`src/rtl/sound_scheduler.sv`:
```
// Shared speaker sequencer: latches jump/point/death requests, arbitrates by fixed
// priority with preemption, and plays the winner's note table as a registered square wave.
module sound_scheduler #(
    parameter int unsigned TICK_DIV = 50000
) (
    input  logic       clk,
    input  logic       rst,
    input  logic       req_jump,
    input  logic       req_point,
    input  logic       req_death,
    input  logic       mute,
    output logic       wave_out,
    output logic       busy,
    output logic [1:0] active_id,
    output logic       done
);
    // state    | meaning
    // S_IDLE   | silent, waiting for a pending request
    // S_LOAD   | output low, note 0 of active_id about to start
    // S_PLAY   | sequencing notes of active_id
    // S_FINISH | one-cycle done pulse, back to idle
    localparam logic [1:0] S_IDLE   = 2'd0;
    localparam logic [1:0] S_LOAD   = 2'd1;
    localparam logic [1:0] S_PLAY   = 2'd2;
    localparam logic [1:0] S_FINISH = 2'd3;

    localparam logic [15:0] TICK_LAST = 16'(TICK_DIV - 1);

    function automatic logic [15:0] note_half(input logic [1:0] id, input logic [1:0] idx);
        logic [15:0] h;
        case ({id, idx})
            4'b01_00: h = 16'd47801;
            4'b01_01: h = 16'd35816;
            4'b10_00: h = 16'd37922;
            4'b10_01: h = 16'd31888;
            4'b10_10: h = 16'd23900;
            4'b11_00: h = 16'd63776;
            4'b11_10: h = 16'd63776;
            4'b11_11: h = 16'd56818;
            default:  h = 16'd0;
        endcase
        return h;
    endfunction

    function automatic logic [7:0] note_dur(input logic [1:0] id, input logic [1:0] idx);
        logic [7:0] d;
        case ({id, idx})
            4'b01_00: d = 8'd40;
            4'b01_01: d = 8'd60;
            4'b10_00: d = 8'd50;
            4'b10_01: d = 8'd50;
            4'b10_10: d = 8'd100;
            4'b11_00: d = 8'd100;
            4'b11_01: d = 8'd50;
            4'b11_10: d = 8'd100;
            4'b11_11: d = 8'd200;
            default:  d = 8'd1;
        endcase
        return d;
    endfunction

    function automatic logic [1:0] last_idx(input logic [1:0] id);
        return (id == 2'd3) ? 2'd3 : (id == 2'd2) ? 2'd2 : (id == 2'd1) ? 2'd1 : 2'd0;
    endfunction

    logic [1:0]  state_q, state_d;
    logic [3:1]  pend_q, pend_d;
    logic [1:0]  active_id_q, active_id_d;
    logic [1:0]  note_idx_q, note_idx_d;
    logic [15:0] tone_cnt_q, tone_cnt_d;
    logic [15:0] presc_q, presc_d;
    logic [7:0]  tick_q, tick_d;
    logic        tone_q, tone_d;
    logic        wave_q, wave_d;
    logic        busy_q, busy_d;
    logic        done_q, done_d;

    logic [1:0]  pick_id;
    logic [3:1]  clr_vec;
    logic        take_pick;
    logic [15:0] cur_half;
    logic [7:0]  cur_dur;
    logic        note_end;

    always_comb begin
        if (pend_q[3])      pick_id = 2'd3;
        else if (pend_q[2]) pick_id = 2'd2;
        else if (pend_q[1]) pick_id = 2'd1;
        else                pick_id = 2'd0;
    end

    assign cur_half = note_half(active_id_q, note_idx_q);
    assign cur_dur  = note_dur(active_id_q, note_idx_q);
    assign note_end = (presc_q == TICK_LAST) && (tick_q == cur_dur - 8'd1);

    always_comb begin
        state_d     = state_q;
        active_id_d = active_id_q;
        note_idx_d  = note_idx_q;
        tone_cnt_d  = tone_cnt_q;
        presc_d     = presc_q;
        tick_d      = tick_q;
        tone_d      = tone_q;
        done_d      = 1'b0;
        take_pick   = 1'b0;

        case (state_q)
            S_IDLE: begin
                if (pick_id != 2'd0) take_pick = 1'b1;
            end
            S_LOAD: begin
                state_d    = S_PLAY;
                note_idx_d = 2'd0;
                tone_cnt_d = 16'd0;
                presc_d    = 16'd0;
                tick_d     = 8'd0;
                tone_d     = (note_half(active_id_q, 2'd0) != 16'd0);
            end
            S_PLAY: begin
                // An equal id counts as a preemption so a repeated request restarts the sound.
                if (pick_id != 2'd0 && pick_id >= active_id_q) begin
                    take_pick = 1'b1;
                end else if (note_end) begin
                    if (note_idx_q == last_idx(active_id_q)) begin
                        state_d     = S_FINISH;
                        active_id_d = 2'd0;
                        tone_d      = 1'b0;
                        done_d      = 1'b1;
                    end else begin
                        note_idx_d = note_idx_q + 2'd1;
                        tone_cnt_d = 16'd0;
                        presc_d    = 16'd0;
                        tick_d     = 8'd0;
                        tone_d     = (note_half(active_id_q, note_idx_q + 2'd1) != 16'd0);
                    end
                end else begin
                    if (presc_q == TICK_LAST) begin
                        presc_d = 16'd0;
                        tick_d  = tick_q + 8'd1;
                    end else begin
                        presc_d = presc_q + 16'd1;
                    end
                    if (cur_half != 16'd0) begin
                        if (tone_cnt_q == cur_half - 16'd1) begin
                            tone_cnt_d = 16'd0;
                            tone_d     = ~tone_q;
                        end else begin
                            tone_cnt_d = tone_cnt_q + 16'd1;
                        end
                    end
                end
            end
            default: begin
                state_d = S_IDLE;
            end
        endcase

        if (take_pick) begin
            state_d     = S_LOAD;
            active_id_d = pick_id;
            note_idx_d  = 2'd0;
            tone_d      = 1'b0;
        end
        clr_vec = take_pick ? {pick_id == 2'd3, pick_id == 2'd2, pick_id == 2'd1} : 3'b000;
        // Set is applied after clear so a request landing on the clearing edge survives.
        pend_d  = (pend_q & ~clr_vec) | {req_death, req_point, req_jump};
        busy_d  = (state_d == S_LOAD) || (state_d == S_PLAY);
        wave_d  = tone_d & ~mute;
    end

    always_ff @(posedge clk) begin
        if (rst) begin
            state_q     <= S_IDLE;
            pend_q      <= 3'b000;
            active_id_q <= 2'd0;
            note_idx_q  <= 2'd0;
            tone_cnt_q  <= 16'd0;
            presc_q     <= 16'd0;
            tick_q      <= 8'd0;
            tone_q      <= 1'b0;
            wave_q      <= 1'b0;
            busy_q      <= 1'b0;
            done_q      <= 1'b0;
        end else begin
            state_q     <= state_d;
            pend_q      <= pend_d;
            active_id_q <= active_id_d;
            note_idx_q  <= note_idx_d;
            tone_cnt_q  <= tone_cnt_d;
            presc_q     <= presc_d;
            tick_q      <= tick_d;
            tone_q      <= tone_d;
            wave_q      <= wave_d;
            busy_q      <= busy_d;
            done_q      <= done_d;
        end
    end

    assign wave_out  = wave_q;
    assign busy      = busy_q;
    assign active_id = active_id_q;
    assign done      = done_q;
endmodule
```
`config.mk`:
```
export PLATFORM = sky130hd
export DESIGN_NAME = sound_scheduler
export DESIGN_NICKNAME = d
export VERILOG_FILES = /design/src/rtl/sound_scheduler.sv
export SDC_FILE = /design/constraint.sdc
export NUM_CORES = 1
export LEC_CHECK = 0
export BUFFER_PORTS_ARGS = -buffer_cell sky130_fd_sc_hd__clkbuf_2
export CAP_MARGIN = 20
export CORE_ASPECT_RATIO = 1.25
export CORE_MARGIN = 5
export CORE_UTILIZATION = 45
export DETAILED_ROUTE_END_ITERATION = 10
export PLACE_DENSITY = 0.67
export SETUP_SLACK_MARGIN = 0.4
export SYNTH_ARGS = -nofsm -noshare
export SYNTH_HDL_FRONTEND = slang
export SYNTH_SLANG_ARGS = --single-unit
export TNS_END_PERCENT = 1
```
`constraint.sdc`:
```
create_clock -name clk -period 4.8 [get_ports clk]
set_input_delay 0.72 -clock clk [delete_from_list [all_inputs] [get_ports clk]]
set_output_delay 0.72 -clock clk [all_outputs]
set_load 0.005 [all_outputs]
```
==> flow_summary_export.csv, run 1 <==
group,metric,value,unit
run_status,status,"completed",
power_and_ir_drop,leakagePower,1.63,nW
final_layout,diodes,0,
floorplan,core-area,9610,µm²
routing,vias,4136,
timing,finClkSkew,0.00893,ns
cts,numCtsBuffers,5,
cts,clkSlewWorstSetupHoldPaths,0.08,ns
floorplan,fp.dieH,121,µm
critical_path,required,5.02,ns
final_layout,layout_common_cells,"53 x dfxtp_1, 51 x nor2_1, 43 x a21oi_1",
critical_path,start_kind,"register",
placement,place_area,4530,µm²
critical_path,crit_chain,"ha_1 -> nor2b_1 -> o21ai_0 -> inv_1 -> ha_1 -> xnor2_1 -> a31oi_1 -> o211a_1 -> o221ai_2 -> a2111oi_4 -> mux2_4 -> and2_4 -> or4_1 -> a211oi_2",
final_layout,drive_gt1_share,8.88,%
floorplan,start_util,46.0,%
cts,cts_tree,"done",
routing,routed_via_density,6.00,
power_and_ir_drop,pwr_density_cell,335,nW/µm²
critical_path,critPathMaxStageDelay,0.52,ns
synthesis,synth_edf_count,0,
final_layout,nets,586,
floorplan,rows,40,
routing,dr.pass1.iters,4,
cts,cts_root_buffer,"clkbuf_16",
critical_path,worst_path_max_delay_cell,"dfxtp_1",
final_layout,syn_to_final_growth,5.80,%
power_and_ir_drop,peakVddDrop,0.147,mV
floorplan,die_w,98.7,µm
synthesis,synthTopCellsByArea,"dfxtp_1 24%, xnor2_1 7.5%, ha_1 5.1%",
placement,dpl_worst_slack,0.743,ns
critical_path,criticalPathCategory,"register to register",
cts,clock_path_buffers,2,
timing,setup_slack,0.676,ns
timing,relSlewSlack,53.0,%
floorplan,die-area,11900,µm²
timing,rsz0062_at_grt,"no",
timing,tns,0,ns
global_routing,grt_pass1_vias,3949,
cts,postCtsHoldBufs,0,
placement,gp_congestion,0.873,
critical_path,path_max_fanout,12,
final_layout,final_common_cell,"dfxtp_1",
floorplan,ios,11,
timing,finalHoldViolCount,0,
timing,setup_viol_count_final,0,
placement,numPortBuffers,10,
synthesis,synthFlopType,"dfxtp_1",
run,drv_cap,0,
synthesis,synth_top_area_cell,"dfxtp_1",
placement,dpl.cell_count,681,
timing,max_freq,0.242,GHz
routing,final_antenna_net_count,0,
timing,tightest_slew,0.703,ns
critical_path,crit_arrival,4.34,ns
synthesis,synthArstFlopShare,0,%
routing,wire_per_inst,16.8,µm
hold_path,hold_class,"register to register",
global_routing,grt_pass1_wl,19000,µm
routing,drt_wl_total,11600,µm
timing,fin_crit_sh,85.9,%
routing,initialDrtViolationCount,257,
final_layout,final_area,4680,µm²
synthesis,ys_ff_latch,53,
timing,drv_slew,0,
cts,post_cts_buffers,0,
critical_path,cp_common_cell,"ha_1",
synthesis,netlist-cell-type-count,79,
global_routing,antenna_found_initial,0,
synthesis,netlist_area,4420,µm²
global_routing,grt_usage,19.0,%
global_routing,grt_max_degree,51,
synthesis,synthesis.nets,594,
synthesis,yosysWarnings,0,
synthesis,synth_top_area_share,24.0,%
global_routing,gr-total-overflow,0,
final_layout,instances_no_fill,689,
cts,cts.sinks,53,
placement,hpwl,8760,µm
synthesis,syn_inst,570,
synthesis,synth_seq_area_share,24.0,%
routing,drc,0,
cts,cts_resized,0,
timing,timing.final.crit_period,4.12,ns
critical_path,critPathCaptureType,"register",
synthesis,avgSynthCellArea,7.76,µm²
cts,htreeDepth,2,
cts,clock_latency,0.30,ns
==> cells by family after synthesis <==
kind of cell               after synthesis  share of synthesized area (%)
xor gates and xnor gates                49                           9.71
DFF                                     53                           24.0
adders and majority gates               18                           5.09
buffers and inverters                   62                           6.34
AOI/OAI and AO/OA                      157                           25.2
and+or+nand+nor                        221                           27.2
muxes                                   10                           2.43
==> final timing paths <==
check	depth (start not counted)	end	slack (ns)	start
setup / recovery	14	tone_cnt_q[9]$_SDFFE_PP0P_	0.68	note_idx_q[0]$_SDFFE_PP0P_
hold / removal	2	presc_q[1]$_SDFFE_PP0P_	0.49	presc_q[1]$_SDFFE_PP0P_
setup reg to reg	14	tone_cnt_q[9]$_SDFFE_PP0P_	0.68	note_idx_q[0]$_SDFFE_PP0P_
hold reg to reg	2	presc_q[1]$_SDFFE_PP0P_	0.49	presc_q[1]$_SDFFE_PP0P_
==> cells in the mapped netlist, types with 3 or more instances <==
cell      instances
and2_1            7
o221ai_1          3
buf_2            11
buf_4             3
a211oi_1          9
o21ai_0          26
a31o_2            3
clkbuf_1         13
o21a_1            5
a21boi_0          3
a32oi_1           3
nand3b_1          3
nand4_1          15
a21oi_1          43
or3_1             8
nand2_1          37
ha_1             18
nor3_1           15
or4_1             3
and4_1           10
dfxtp_1          53
and3b_1           3
xor2_1           11
and3_1           10
nor2b_1           8
nand2b_1          9
o31ai_1           4
xnor2_1          38
o21ai_1           5
inv_1            30
o211ai_1          6
a21o_1            6
buf_6             3
nor4b_1           3
nor2_1           51
mux2i_1           7
nand3_1          22
o21bai_1          3
a31oi_1           6
==> per-stage QoR <==
| step | util, % | hold slack, ns | total power [mW] |
|---|---|---|---|
| 3_5_place_dp | 47.1 | 0.484 | 1.19 |
| 2_1_floorplan | - | 0.456 | 1.05 |
| 5_1_grt | 48.7 | 0.531 | 1.66 |
| 6_report | 48.7 | 0.490 | 1.57 |
| 4_1_cts | 48.7 | 0.494 | 1.57 |
| 3_3_place_gp | 47.1 | 0.468 | 1.18 |
==> critical path, delay by kind of cell (launching register included) <==
family	cells	cell delay, ns
AOI/OAI and AO/OA	6	1.40
xor gates and xnor gates	1	0.13
adders and majority gates	2	0.66
buffers and inverters	1	0.07
DFF	1	0.52
muxes	1	0.42
and+or+nand+nor	3	0.84
==> metal layers <==
layer	up-vias	GRT usage, %	routed length [µm]	share of wire (%)
met5	-	0	0	0
met4	0	5.47	188	1.6
met3	15	2.19	310	2.7
met2	78	35.8	6120	53
met1	1989	22.4	4990	43
li1	2054	-	-	-
==> power breakdown <==
part	total [mW]	internal [mW]	switching, mW
combinational	0.688	0.252	0.436
clock	0.377	0.197	0.180
sequential	0.503	0.467	0.0361
total	1.57	0.916	0.652
==> sequential cells by signal, summed over array words and instances, names as in the netlist <==
register    count
pend_q          3
presc_q        16
tone_q          1
busy            1
active_id       2
tick_q          8
wave_out        1
done            1
tone_cnt_q     16
note_idx_q      2
state_q         2
==> cell type report <==
type | count | area (µm²)
fill | 962 | 4930
inverter | 30 | 113
multi-input combinational | 455 | 3080
sequential | 53 | 1060
clock buffer | 5 | 125
clock inverter | 3 | 26.3
timing repair buffer | 17 | 115
tap | 126 | 158
Power figures use the tool's default switching activity.
==> run 2: changes to the inputs <==
--- a/config.mk
+++ b/config.mk
@@ -9,5 +9,5 @@
 export CAP_MARGIN = 20
 export CORE_ASPECT_RATIO = 1.25
-export CORE_MARGIN = 5
+export CORE_MARGIN = 2
 export CORE_UTILIZATION = 45
 export DETAILED_ROUTE_END_ITERATION = 10
==> constraint.sdc (replaced) <==
create_clock -name clk -period 4.8 [get_ports clk]
set_input_delay 0 -clock clk [delete_from_list [all_inputs] [get_ports clk]]
set_output_delay 0 -clock clk [all_outputs]
set_load 0.005 [all_outputs]
==> run 2 against run 1 <==
  * Sequential power is essentially flat
  * Critical path depth is the same
  * Combinational power grew 0.6%
  * Register-to-register slack is essentially flat
  * Count of clock-buffer cells in the layout grew 1
  * Global-route usage grew 3.0 points
  * Fmax grew 0.34%
  * Design area grew 0.40%
  * Clock skew shrank 0.0057 ns
  * Hold slack lost 0.20 ns
  * Sequential share of layout area shrank 0.091 points
  * Critical endpoint unchanged
==> flow_summary_export.csv, run 2 (synthesized netlist as in run 1, its figures left out) <==
group,metric,value,unit
routing,initialDrtViolationCount,325,
final_layout,final_common_cell,"dfxtp_1",
routing,drc,0,
power_and_ir_drop,pwr_density_cell,332,nW/µm²
placement,dpl_worst_slack,0.741,ns
global_routing,grt_pass1_wl,19300,µm
timing,finClkSkew,0.00325,ns
global_routing,gr-total-overflow,0,
timing,drv_slew,0,
critical_path,critPathMaxStageDelay,0.52,ns
critical_path,required,5.01,ns
floorplan,die-area,10600,µm²
timing,fin_crit_sh,85.6,%
run,drv_cap,0,
power_and_ir_drop,p_int,0.912,mW
critical_path,reg2reg_to,"tone_cnt_q[9]$_SDFFE_PP0P_",
critical_path,r2r-start,"note_idx_q[1]$_SDFFE_PP0P_",
critical_path,worst_path_max_delay_cell,"dfxtp_1",
cts,clock_latency,0.29,ns
floorplan,core-area,9610,µm²
routing,wire_per_inst,16.8,µm
routing,final_antenna_net_count,0,
global_routing,antenna_found_initial,0,
timing,timing.final.crit_period,4.11,ns
floorplan,fp.dieH,115,µm
final_layout,syn_to_final_growth,6.23,%
timing,relSlewSlack,48.5,%
routing,drt_wl_total,11600,µm
critical_path,crit_family,"compound AO/OA/AOI/OAI gates",
cts,clock_path_buffers,2,
timing,rsz0062_at_grt,"no",
critical_path,worst_r2r_path_depth,14,
final_layout,drive_gt1_share,8.64,%
critical_path,path_buf_inv,1,
power_and_ir_drop,finalPower,1.56,mW
floorplan,start_util,46.0,%
final_layout,fill_cells,971,
hold_path,whs_endpoint,"pend_q[3]$_SDFF_PP0_",
power_and_ir_drop,swShare,41.5,%
routing,dr.pass1.iters,6,
critical_path,criticalPathCategory,"register to register",
cts,cts_root_buffer,"clkbuf_16",
placement,gp_congestion,0.884,
cts,htreeDepth,2,
timing,finalHoldViolCount,0,
floorplan,rows,40,
critical_path,worst-r2r-setup-slack,0.69,ns
critical_path,critPathCaptureType,"register",
global_routing,grt_max_degree,43,
hold_path,hold_class,"primary input to register",
power_and_ir_drop,leakagePower,1.65,nW
critical_path,path_max_fanout,12,
power_and_ir_drop,combPwrFrac,44.4,%
floorplan,die_w,92.7,µm
timing,max_freq,0.243,GHz
timing,tightest_slew,0.770,ns
placement,numPortBuffers,10,
critical_path,start_kind,"register",
run_status,status,"completed",
cts,clkSlewWorstSetupHoldPaths,0.07,ns
timing,tns,0,ns
global_routing,grt_usage,22.0,%
power_and_ir_drop,peakVddDrop,0.173,mV
critical_path,crit_chain,"ha_1 -> nor2b_1 -> o21ai_0 -> inv_1 -> ha_1 -> xnor2_1 -> a31oi_1 -> o211a_1 -> o221ai_2 -> a2111oi_4 -> mux2_4 -> and2_4 -> or4_1 -> a211oi_2",
global_routing,grt_pass1_vias,4044,
floorplan,ios,11,
critical_path,crit_arrival,4.32,ns
power_and_ir_drop,clkPwrFrac,23.3,%
timing,setup_viol_count_final,0,
power_and_ir_drop,switchingPower,0.647,mW
placement,hpwl,8660,µm
hold_path,hold-path-cell-count,2,
final_layout,nets,590,
routing,routed_via_density,6.15,
timing,setup_slack,0.690,ns
final_layout,diodes,0,
routing,vias,4259,
critical_path,cp_common_cell,"ha_1",
cts,cts.sinks,53,
final_layout,largestRegisters,"presc_q x16, tone_cnt_q x16, tick_q x8",
final_layout,layout_common_cells,"53 x dfxtp_1, 51 x nor2_1, 43 x a21oi_1",
power_and_ir_drop,seqPwrFrac,32.4,%
cts,cts_tree,"done",
cts,numCtsBuffers,5,
hold_path,min-delay-start,"rst",
## run 2: changes by cell type in the layout (fill, tap and decap cells not counted), sizes merged
cell         change
dlygate4sd3      +4
clkinvlp         -2
clkbuf           +1
clkinv           +1
## run 2: how the worst max path moves through the flow
| stage | from | end | slack (ns) | cells past startpoint |
|---|---|---|---|---|
| after floorplan | note_idx_q[1]$_SDFFE_PP0P_ | tone_cnt_q[9]$_SDFFE_PP0P_ | 0.95 | 17 |
| after global placement | note_idx_q[1]$_SDFFE_PP0P_ | tone_cnt_q[9]$_SDFFE_PP0P_ | 0.89 | 15 |
| after detailed placement | note_idx_q[1]$_SDFFE_PP0P_ | tone_cnt_q[9]$_SDFFE_PP0P_ | 0.74 | 14 |
| after CTS | note_idx_q[1]$_SDFFE_PP0P_ | tone_cnt_q[9]$_SDFFE_PP0P_ | 0.72 | 14 |
| after global routing | note_idx_q[1]$_SDFFE_PP0P_ | tone_cnt_q[7]$_SDFFE_PP0P_ | 0.44 | 15 |
| final | note_idx_q[1]$_SDFFE_PP0P_ | tone_cnt_q[9]$_SDFFE_PP0P_ | 0.69 | 14 |
## run 2: per-layer routing
layer  part of all wire [%]  wire length [µm]  GRT usage (%)
met5                      0                 0              0
met4                    3.6               418           10.8
met3                    4.0               471           2.95
met2                     52              6030           40.7
met1                     41              4720           24.9
## run 2: layout make-up
type,count,area (µm²),area share (%)
Multi-Input combinational cell,455,3080,65.6
Sequential cell,53,1060,22.6
Tap cell,126,158,3.36
Timing Repair Buffer,21,143,3.04
Clock buffer,6,129,2.74
Inverter,30,113,2.40
Clock inverter,2,13.8,0.293
## run 2: per-stage QoR
stage / hold slack, ns / cells / instance area, µm² / util, %
6_report: 0.294 / 693 / 4700 / 48.9
5_1_grt: 0.353 / 693 / 4700 / 48.9
4_1_cts: 0.313 / 693 / 4700 / 48.9
3_5_place_dp: 0.212 / 681 / 4510 / 47.0
3_3_place_gp: 0.205 / 681 / 4510 / 47.0
2_1_floorplan: 0.0785 / 570 / 4420 / -
## run 2: power by group through the flow
stage               Sequential, mW  Combinational (mW)  Clock [mW]
finish                       0.504               0.692       0.363
floorplan                    0.500               0.549           0
detailed placement           0.514               0.676           0
global placement             0.512               0.659           0
global route                 0.509               0.759       0.388
CTS                          0.504               0.683       0.373
## run 2: timing repair
action | 4_1_cts | 5_1_grt
hold endpoints to repair | 4 | 0
hold buffers | 4 | 0
setup buffers | 0 | 0
gates resized for setup | 0 | 0
